==> src/rtl/i2s_pkg.sv <==
// rtl/i2s_pkg.sv - shared defaults and FSM state type for the I2S transmitter
package i2s_pkg;
   localparam int DEF_DATA_W   = 24;
   localparam int DEF_SCLK_DIV = 4;

   typedef enum logic [1:0] {
      SYNC  = 2'd0,
      SHIFT = 2'd1,
      PAD   = 2'd2
   } i2s_state_e;
endpackage

==> src/rtl/i2s_bitclk.sv <==
// rtl/i2s_bitclk.sv - sclk generator advancing on mclk pulses, realigned by resync
module i2s_bitclk
   import i2s_pkg::*;
#(
   parameter int SCLK_DIV = DEF_SCLK_DIV
) (
   input  logic clk,
   input  logic rst,
   input  logic mclk,
   input  logic run,
   input  logic resync,
   output logic sclk,
   output logic sclk_fall
);
   localparam int TICK_W = (SCLK_DIV > 1) ? $clog2(SCLK_DIV) : 1;
   localparam logic [TICK_W-1:0] TICK_MAX = TICK_W'(SCLK_DIV - 1);

   logic [TICK_W-1:0] tick;
   logic              tick_wrap;

   // resync wins over a coincident mclk pulse so the slot always restarts cleanly
   assign tick_wrap = mclk && run && !resync && (tick == TICK_MAX);
   assign sclk_fall = tick_wrap && sclk;

   always_ff @(posedge clk) begin
      if (rst || resync || !run) begin
         tick <= '0;
         sclk <= 1'b0;
      end else if (mclk) begin
         if (tick == TICK_MAX) begin
            tick <= '0;
            sclk <= ~sclk;
         end else begin
            tick <= tick + TICK_W'(1);
         end
      end
   end
endmodule

==> src/rtl/i2s_tx.sv <==
// rtl/i2s_tx.sv - I2S serializer: staging/active sample registers, shifter and framing FSM
// Define I2S_UNDERRUN_REPEAT_EN to repeat the last pair on underrun instead of playing silence.
module i2s_tx
   import i2s_pkg::*;
#(
   parameter int DATA_W   = DEF_DATA_W,
   parameter int SCLK_DIV = DEF_SCLK_DIV
) (
   input  logic              clk,
   input  logic              rst,
   input  logic              mclk,
   input  logic              lrck,
   input  logic [DATA_W-1:0] s_left,
   input  logic [DATA_W-1:0] s_right,
   input  logic              s_valid,
   output logic              s_ready,
   output logic              sclk,
   output logic              sdata,
   output logic              underrun
);
   localparam int BIT_W = $clog2(DATA_W + 1);
   localparam logic [BIT_W-1:0] BIT_LAST = BIT_W'(DATA_W);

   logic                lrck_d;
   logic                lrck_edge;
   logic                fall_edge;
   logic                stage_full;
   logic [2*DATA_W-1:0] stage;
   logic [2*DATA_W-1:0] active;
   logic [2*DATA_W-1:0] active_next;
   logic [DATA_W-1:0]   shift;
   logic [BIT_W-1:0]    bit_cnt;
   logic                sclk_fall;
   logic                load;
   i2s_state_e          state_q;
   i2s_state_e          state_d;

   always_ff @(posedge clk) lrck_d <= lrck;

   assign lrck_edge = (lrck != lrck_d);
   assign fall_edge = lrck_edge && !lrck;
   assign s_ready   = !stage_full;
   assign underrun  = fall_edge && !stage_full && !rst;

   always_comb begin
      active_next = active;
      if (fall_edge) begin
         if (stage_full) begin
            active_next = stage;
         end else begin
`ifdef I2S_UNDERRUN_REPEAT_EN
            active_next = active;
`else
            active_next = '0;
`endif
         end
      end
   end

   // a handshake cannot coincide with a full-staging transfer because s_ready is low
   always_ff @(posedge clk) begin
      if (rst) begin
         stage_full <= 1'b0;
         stage      <= '0;
         active     <= '0;
      end else begin
         active <= active_next;
         if (fall_edge && stage_full) begin
            stage_full <= 1'b0;
         end else if (s_valid && s_ready) begin
            stage      <= {s_left, s_right};
            stage_full <= 1'b1;
         end
      end
   end

   i2s_bitclk #(.SCLK_DIV(SCLK_DIV)) u_bitclk (
      .clk       (clk),
      .rst       (rst),
      .mclk      (mclk),
      .run       (state_q != SYNC),
      .resync    (load),
      .sclk      (sclk),
      .sclk_fall (sclk_fall)
   );

   always_comb begin
      state_d = state_q;
      load    = 1'b0;
      case (state_q)
         SYNC: begin
            if (fall_edge) begin
               state_d = SHIFT;
               load    = 1'b1;
            end
         end
         SHIFT: begin
            if (lrck_edge) begin
               load = 1'b1;
            end else if (sclk_fall && bit_cnt == BIT_LAST) begin
               state_d = PAD;
            end
         end
         PAD: begin
            if (lrck_edge) begin
               state_d = SHIFT;
               load    = 1'b1;
            end
         end
         default: state_d = SYNC;
      endcase
   end

   always_ff @(posedge clk) begin
      if (rst) begin
         state_q <= SYNC;
         shift   <= '0;
         bit_cnt <= '0;
         sdata   <= 1'b0;
      end else begin
         state_q <= state_d;
         if (load) begin
            shift   <= lrck ? active_next[DATA_W-1:0] : active_next[2*DATA_W-1:DATA_W];
            bit_cnt <= '0;
            sdata   <= 1'b0;
         end else if (state_q == SHIFT && sclk_fall) begin
            if (bit_cnt == BIT_LAST) begin
               sdata <= 1'b0;
            end else begin
               sdata   <= shift[DATA_W-1];
               shift   <= {shift[DATA_W-2:0], 1'b0};
               bit_cnt <= bit_cnt + BIT_W'(1);
            end
         end
      end
   end
endmodule
==> config.mk <==
export PLATFORM = sky130hd
export DESIGN_NAME = i2s_tx
export DESIGN_NICKNAME = d
export VERILOG_FILES = /design/src/rtl/i2s_pkg.sv /design/src/rtl/i2s_bitclk.sv /design/src/rtl/i2s_tx.sv
export SDC_FILE = /design/constraint.sdc
export NUM_CORES = 1
export LEC_CHECK = 0
export ABC_AREA = 1
export BUFFER_PORTS_ARGS = -buffer_cell sky130_fd_sc_hd__buf_2
export CAP_MARGIN = 20
export CORE_AREA = 2 2 91 115
export CTS_CLUSTER_SIZE = 16
export DETAILED_ROUTE_END_ITERATION = 6
export DIE_AREA = 0 0 93 117
export GPL_ROUTABILITY_DRIVEN = 0
export GPL_TIMING_DRIVEN = 0
export PLACE_DENSITY = 0.78
export SYNTH_ARGS = -nofsm -noshare
export SYNTH_HDL_FRONTEND = slang
export SYNTH_SLANG_ARGS = --single-unit
export TNS_END_PERCENT = 100
==> constraint.sdc <==
create_clock -name clk -period 2.5 [get_ports clk]
set_input_delay 0.375 -clock clk [delete_from_list [all_inputs] [get_ports clk]]
set_output_delay 0.375 -clock clk [all_outputs]
set_load 0.02 [all_outputs]
==> flow_summary.html <==
<table>
<tr><th>Metric</th><th>Value</th></tr>
<tr><th colspan="2">Run status</th></tr>
<tr><td>Run status</td><td>finished, final reports clean</td></tr>
<tr><th colspan="2">Clock tree</th></tr>
<tr><td>Hold buffers post-CTS</td><td>0</td></tr>
<tr><td>TritonCTS clock tree</td><td>done</td></tr>
<tr><td>Clock Latency Late Sink</td><td>between 400 and 500 ps</td></tr>
<tr><td>H-tree depth</td><td>4</td></tr>
<tr><td>Clock net sink count</td><td>133</td></tr>
<tr><td>Clk Tree Root Cell</td><td>sky130_fd_sc_hd__clkbuf_16</td></tr>
<tr><td>TritonCTS Buffers</td><td>17</td></tr>
<tr><td>Number of buffers on the longest clock path</td><td>2</td></tr>
<tr><td>Clk pin slew, worst setup/hold paths</td><td>approximately 60 ps</td></tr>
<tr><th colspan="2">Power and ir drop</th></tr>
<tr><td>Internal power</td><td>about 4.6 mW</td></tr>
<tr><td>Part of the total power dissipated in combinational logic</td><td>24.9%</td></tr>
<tr><td>Leakage component of the power</td><td>2.92 nW</td></tr>
<tr><td>Clock share of power</td><td>37.8%</td></tr>
<tr><td>Power Density</td><td>roughly 1000 nW/um^2</td></tr>
<tr><td>Total power after layout</td><td>between 6 and 7 mW</td></tr>
<tr><td>Reported net switching power</td><td>around 2.2 mW</td></tr>
<tr><td>Sw frac</td><td>32.3%</td></tr>
<tr><td>Portion of total power attributed to sequential cells</td><td>37.3%</td></tr>
<tr><td>Maximum vdd drop</td><td>between 0.5 and 0.6 mV</td></tr>
<tr><th colspan="2">Drt</th></tr>
<tr><td>Per-cell via count in the routed design</td><td>5.21</td></tr>
<tr><td>Vias post-DR</td><td>approximately 5300</td></tr>
<tr><td>Iteration-0 DRC count of the detailed router</td><td>300</td></tr>
<tr><td>Count of unresolved DRC violations after routing</td><td>0</td></tr>
<tr><td>Detail-routed net length per standard cell</td><td>roughly 13 um</td></tr>
<tr><td>Final wirelength</td><td>13700 um</td></tr>
<tr><td>Pre-Repair DR Iteration Count</td><td>4</td></tr>
<tr><td>DRT antenna net count</td><td>0</td></tr>
<tr><th colspan="2">Synthesis</th></tr>
<tr><td>Post-synthesis async set-or-reset flop share</td><td>0%</td></tr>
<tr><td>Synth top area cells</td><td>sky130_fd_sc_hd__dfxtp_1, sky130_fd_sc_hd__nand2_1, sky130_fd_sc_hd__nor2_1</td></tr>
<tr><td>Post-synth net total</td><td>860</td></tr>
<tr><td>Number of enable-type register cells in the synthesized netlist</td><td>0</td></tr>
<tr><td>Most instantiated flip-flop cell in the synthesis netlist</td><td>sky130_fd_sc_hd__dfxtp_1</td></tr>
<tr><td>Mean area per synthesized cell</td><td>approximately 7.0 um^2</td></tr>
<tr><td>Warning count from the yosys run</td><td>0</td></tr>
<tr><td>Number of different library cells in the post-synthesis netlist</td><td>26</td></tr>
<tr><td>Share of Yosys cell area claimed by the top area cell type</td><td>between 40% and 50%</td></tr>
<tr><td>Cell with the most instances after synthesis</td><td>sky130_fd_sc_hd__nand2_1</td></tr>
<tr><td>Post-synthesis sequential area ratio</td><td>between 40% and 50%</td></tr>
<tr><td>Synthesized instance count</td><td>approximately 800</td></tr>
<tr><td>Top cells by count, synth</td><td>sky130_fd_sc_hd__nand2_1, sky130_fd_sc_hd__nor2_1, sky130_fd_sc_hd__dfxtp_1, sky130_fd_sc_hd__nand3_1, sky130_fd_sc_hd__inv_1</td></tr>
<tr><td>Synthesized flop and latch total</td><td>approximately 130</td></tr>
<tr><td>Post-synthesis instance area</td><td>roughly 5600 um^2</td></tr>
<tr><td>Leading area contributor after synthesis</td><td>sky130_fd_sc_hd__dfxtp_1</td></tr>
<tr><th colspan="2">Worst setup path</th></tr>
<tr><td>R2r setup slk</td><td>550 ps</td></tr>
<tr><td>Worst Setup Path Type</td><td>input pin to output port</td></tr>
<tr><td>Master of the slowest instance on the critical path</td><td>sky130_fd_sc_hd__buf_2</td></tr>
<tr><td>R2r endpoint</td><td>shift[21]$_SDFFE_PP0P_</td></tr>
<tr><td>Data required time of the critical path</td><td>approximately 2100 ps</td></tr>
<tr><td>Crit-path max cell delay</td><td>between 300 and 400 ps</td></tr>
<tr><td>Cell seen most often among critical-path stages</td><td>sky130_fd_sc_hd__buf_2</td></tr>
<tr><td>Chain of cells forming the critical path</td><td>buf_2 -&gt; buf_2 -&gt; clkinvlp_4 -&gt; ha_1 -&gt; inv_2 -&gt; buf_2 -&gt; nor3_1 -&gt; buf_2</td></tr>
<tr><td>Launch instance of the worst register-to-register path</td><td>state_q[0]$_SDFFE_PP0P_</td></tr>
<tr><td>Worst Path Arrival</td><td>between 1500 and 2000 ps</td></tr>
<tr><td>Depth of the most critical reg-to-reg path</td><td>11</td></tr>
<tr><td>Worst Setup Start Kind</td><td>input pin</td></tr>
<tr><td>Maximum net fanout on the critical path</td><td>19</td></tr>
<tr><td>Nature of the critical path endpoint</td><td>output port</td></tr>
<tr><th colspan="2">Timing</th></tr>
<tr><td>Max-slew violation count</td><td>0</td></tr>
<tr><td>RSZ-0062 raised after global routing</td><td>false</td></tr>
<tr><td>Final period utilization</td><td>93.1%</td></tr>
<tr><td>Transition time at the pin with the least slew margin</td><td>roughly 580 ps</td></tr>
<tr><td>Post-route minimum period</td><td>about 2300 ps</td></tr>
<tr><td>Final count of negative-setup-slack endpoints</td><td>0</td></tr>
<tr><td>Final hold viol count</td><td>0</td></tr>
<tr><td>Normalized max-slew margin</td><td>61.0%</td></tr>
<tr><td>Achievable Freq</td><td>430 MHz</td></tr>
<tr><td>Setup clock skew after layout</td><td>approximately 6.2 ps</td></tr>
<tr><th colspan="2">Global route</th></tr>
<tr><td>Largest net degree at the start of global routing</td><td>17</td></tr>
<tr><td>Global-route wire length before repair</td><td>around 23000 um</td></tr>
<tr><td>Vias in the first global route</td><td>about 5000</td></tr>
<tr><td>GRT Total Usage</td><td>roughly 27%</td></tr>
<tr><td>Final global-route overflow total</td><td>0</td></tr>
<tr><td>Antenna violations before repair</td><td>0</td></tr>
<tr><th colspan="2">Die</th></tr>
<tr><td>Height of the die</td><td>roughly 120 um</td></tr>
<tr><td>Number of placed I/O pins</td><td>57</td></tr>
<tr><td>Area enclosed by the die boundary</td><td>approximately 11000 um^2</td></tr>
<tr><td>Placeable core region</td><td>9850 um^2</td></tr>
<tr><td>Starting Density</td><td>between 50% and 60%</td></tr>
<tr><td>Standard-cell rows</td><td>41</td></tr>
<tr><td>Die W</td><td>93 um</td></tr>
<tr><th colspan="2">Final layout</th></tr>
<tr><td>Net total in the final layout</td><td>just over 900</td></tr>
<tr><td>Area growth syn-to-layout</td><td>18.9%</td></tr>
<tr><td>Final core utilization</td><td>between 60% and 70%</td></tr>
<tr><td>Share of cells above drive strength 1</td><td>12.8%</td></tr>
<tr><td>Antenna Diode Count</td><td>0</td></tr>
<tr><td>Fillers</td><td>around 860</td></tr>
<tr><th colspan="2">Placed design</th></tr>
<tr><td>HPWL after detailed placement</td><td>between 9000 and 10000 um</td></tr>
<tr><td>IO Port Bufs</td><td>55</td></tr>
<tr><th colspan="2">Min path</th></tr>
<tr><td>Worst hold path stage count</td><td>1</td></tr>
<tr><td>Min-delay worst type</td><td>input pin to register</td></tr>
<tr><td>Hold path start</td><td>lrck</td></tr>
<tr><td>Hold Path Sink</td><td>lrck_d$_DFF_P_</td></tr>
<tr><th colspan="2">Job</th></tr>
<tr><td>Number of maximum-capacitance constraint violations</td><td>0</td></tr>
</table>
final cells by class:
| cell class | instances | area, um^2 | share of cell area (%) |
|---|---|---|---|
| Clock inverter | 14 | 176 | 2.66 |
| Tap cell | 129 | 161 | 2.43 |
| Buffer | 43 | 204 | 3.07 |
| Sequential cell | 133 | 2660 | 40.1 |
| Inverter | 68 | 259 | 3.90 |
| Timing Repair Buffer | 56 | 283 | 4.26 |
| Multi-Input combinational cell | 553 | 2460 | 37.0 |
| Clock buffer | 18 | 439 | 6.61 |
worst max path at each step:
stage                     slack, ps       end  startpoint
after detailed placement       -390  underrun        lrck
after global placement         -380  underrun        lrck
after CTS                        80  underrun        lrck
final                           170  underrun        lrck
after global routing             90  underrun        lrck
after floorplan                  70  underrun        lrck
critical path, delay by kind of cell:
family,cells,cell delay [ps]
adder cells (fa/ha/maj),1,320
AND/OR/NAND/NOR,1,110
buffers and inverters,6,1140
per-stage QoR:
stage          TNS, ps  setup WS (ps)  cells  hold slack (ps)  area [um^2]
2_1_floorplan        0           66.9    799              403         5590
3_3_place_gp     -5620           -379    983              445         6020
3_5_place_dp     -7070           -394    983              454         6020
4_1_cts              0           84.3   1015             71.5         6650
5_1_grt              0           89.6   1014             72.5         6640
6_report             0            173   1014             84.2         6640
power by group through the flow:
| stage | clock [mW] | sequential, mW | combinational [mW] |
|---|---|---|---|
| 3_5_place_dp | 0 | 2.57 | 1.66 |
| 4_1_cts | 2.59 | 2.53 | 1.69 |
| 6_report | 2.57 | 2.53 | 1.69 |
| 3_3_place_gp | 0 | 2.55 | 1.61 |
| 5_1_grt | 2.68 | 2.56 | 1.94 |
| 2_1_floorplan | 0 | 2.53 | 1.29 |
what timing repair did:
action | in CTS | in global routing
gates resized for setup | 1 | 0
setup buffers | 1 | 0
setup endpoints to repair | 1 | 1
cells by family (layout without fill, tap and decap cells):
group,count (synthesis),count (layout),synth area share [%]
AND/OR/NAND/NOR,406,406,29.4
AO/OA/AOI/OAI,137,137,12.4
adder cells (fa/ha/maj),8,8,1.79
flip-flops,133,133,47.7
buffers and inverters,113,199,8.38
XOR/XNOR,2,2,0.314
flip-flops by register name (all words and copies together) (netlist names):
| signal | flops |
|---|---|
| u_bitclk.sclk | 1 |
| active | 48 |
| lrck_d | 1 |
| shift | 24 |
| state_q | 2 |
| sdata | 1 |
| stage_full | 1 |
| stage | 48 |
| bit_cnt | 5 |
| u_bitclk.tick | 2 |
per-layer routing:
| metal | wire length (um) | track usage (%) |
|---|---|---|
| met3 | 610 | 6.15 |
| met4 | 349 | 11.4 |
| met2 | 6990 | 48.9 |
| met5 | 0 | 0 |
| met1 | 5710 | 30.5 |
placed cells by master (no fill, tap or decap), types with 2 or more instances in the layout:
master and instances:
sky130_fd_sc_hd__o21ai_0 60, sky130_fd_sc_hd__buf_1 3, sky130_fd_sc_hd__nor2_1 134, sky130_fd_sc_hd__inv_1 62, sky130_fd_sc_hd__a21oi_1 62, sky130_fd_sc_hd__inv_6 3
sky130_fd_sc_hd__buf_4 3, sky130_fd_sc_hd__o21ai_1 12, sky130_fd_sc_hd__clkinvlp_4 6, sky130_fd_sc_hd__xnor2_1 2, sky130_fd_sc_hd__inv_2 3, sky130_fd_sc_hd__buf_2 65
sky130_fd_sc_hd__ha_1 8, sky130_fd_sc_hd__buf_6 3, sky130_fd_sc_hd__nand3_1 66, sky130_fd_sc_hd__clkinv_4 2, sky130_fd_sc_hd__bufinv_16 3, sky130_fd_sc_hd__nand4_1 2
sky130_fd_sc_hd__dfxtp_1 133, sky130_fd_sc_hd__clkbuf_1 25, sky130_fd_sc_hd__nor2_2 3, sky130_fd_sc_hd__nor3_1 3, sky130_fd_sc_hd__nand2_1 194, sky130_fd_sc_hd__clkbuf_16 17
sky130_fd_sc_hd__nand2_4 2, sky130_fd_sc_hd__clkinv_1 2
(Power assumes the default switching activity.)
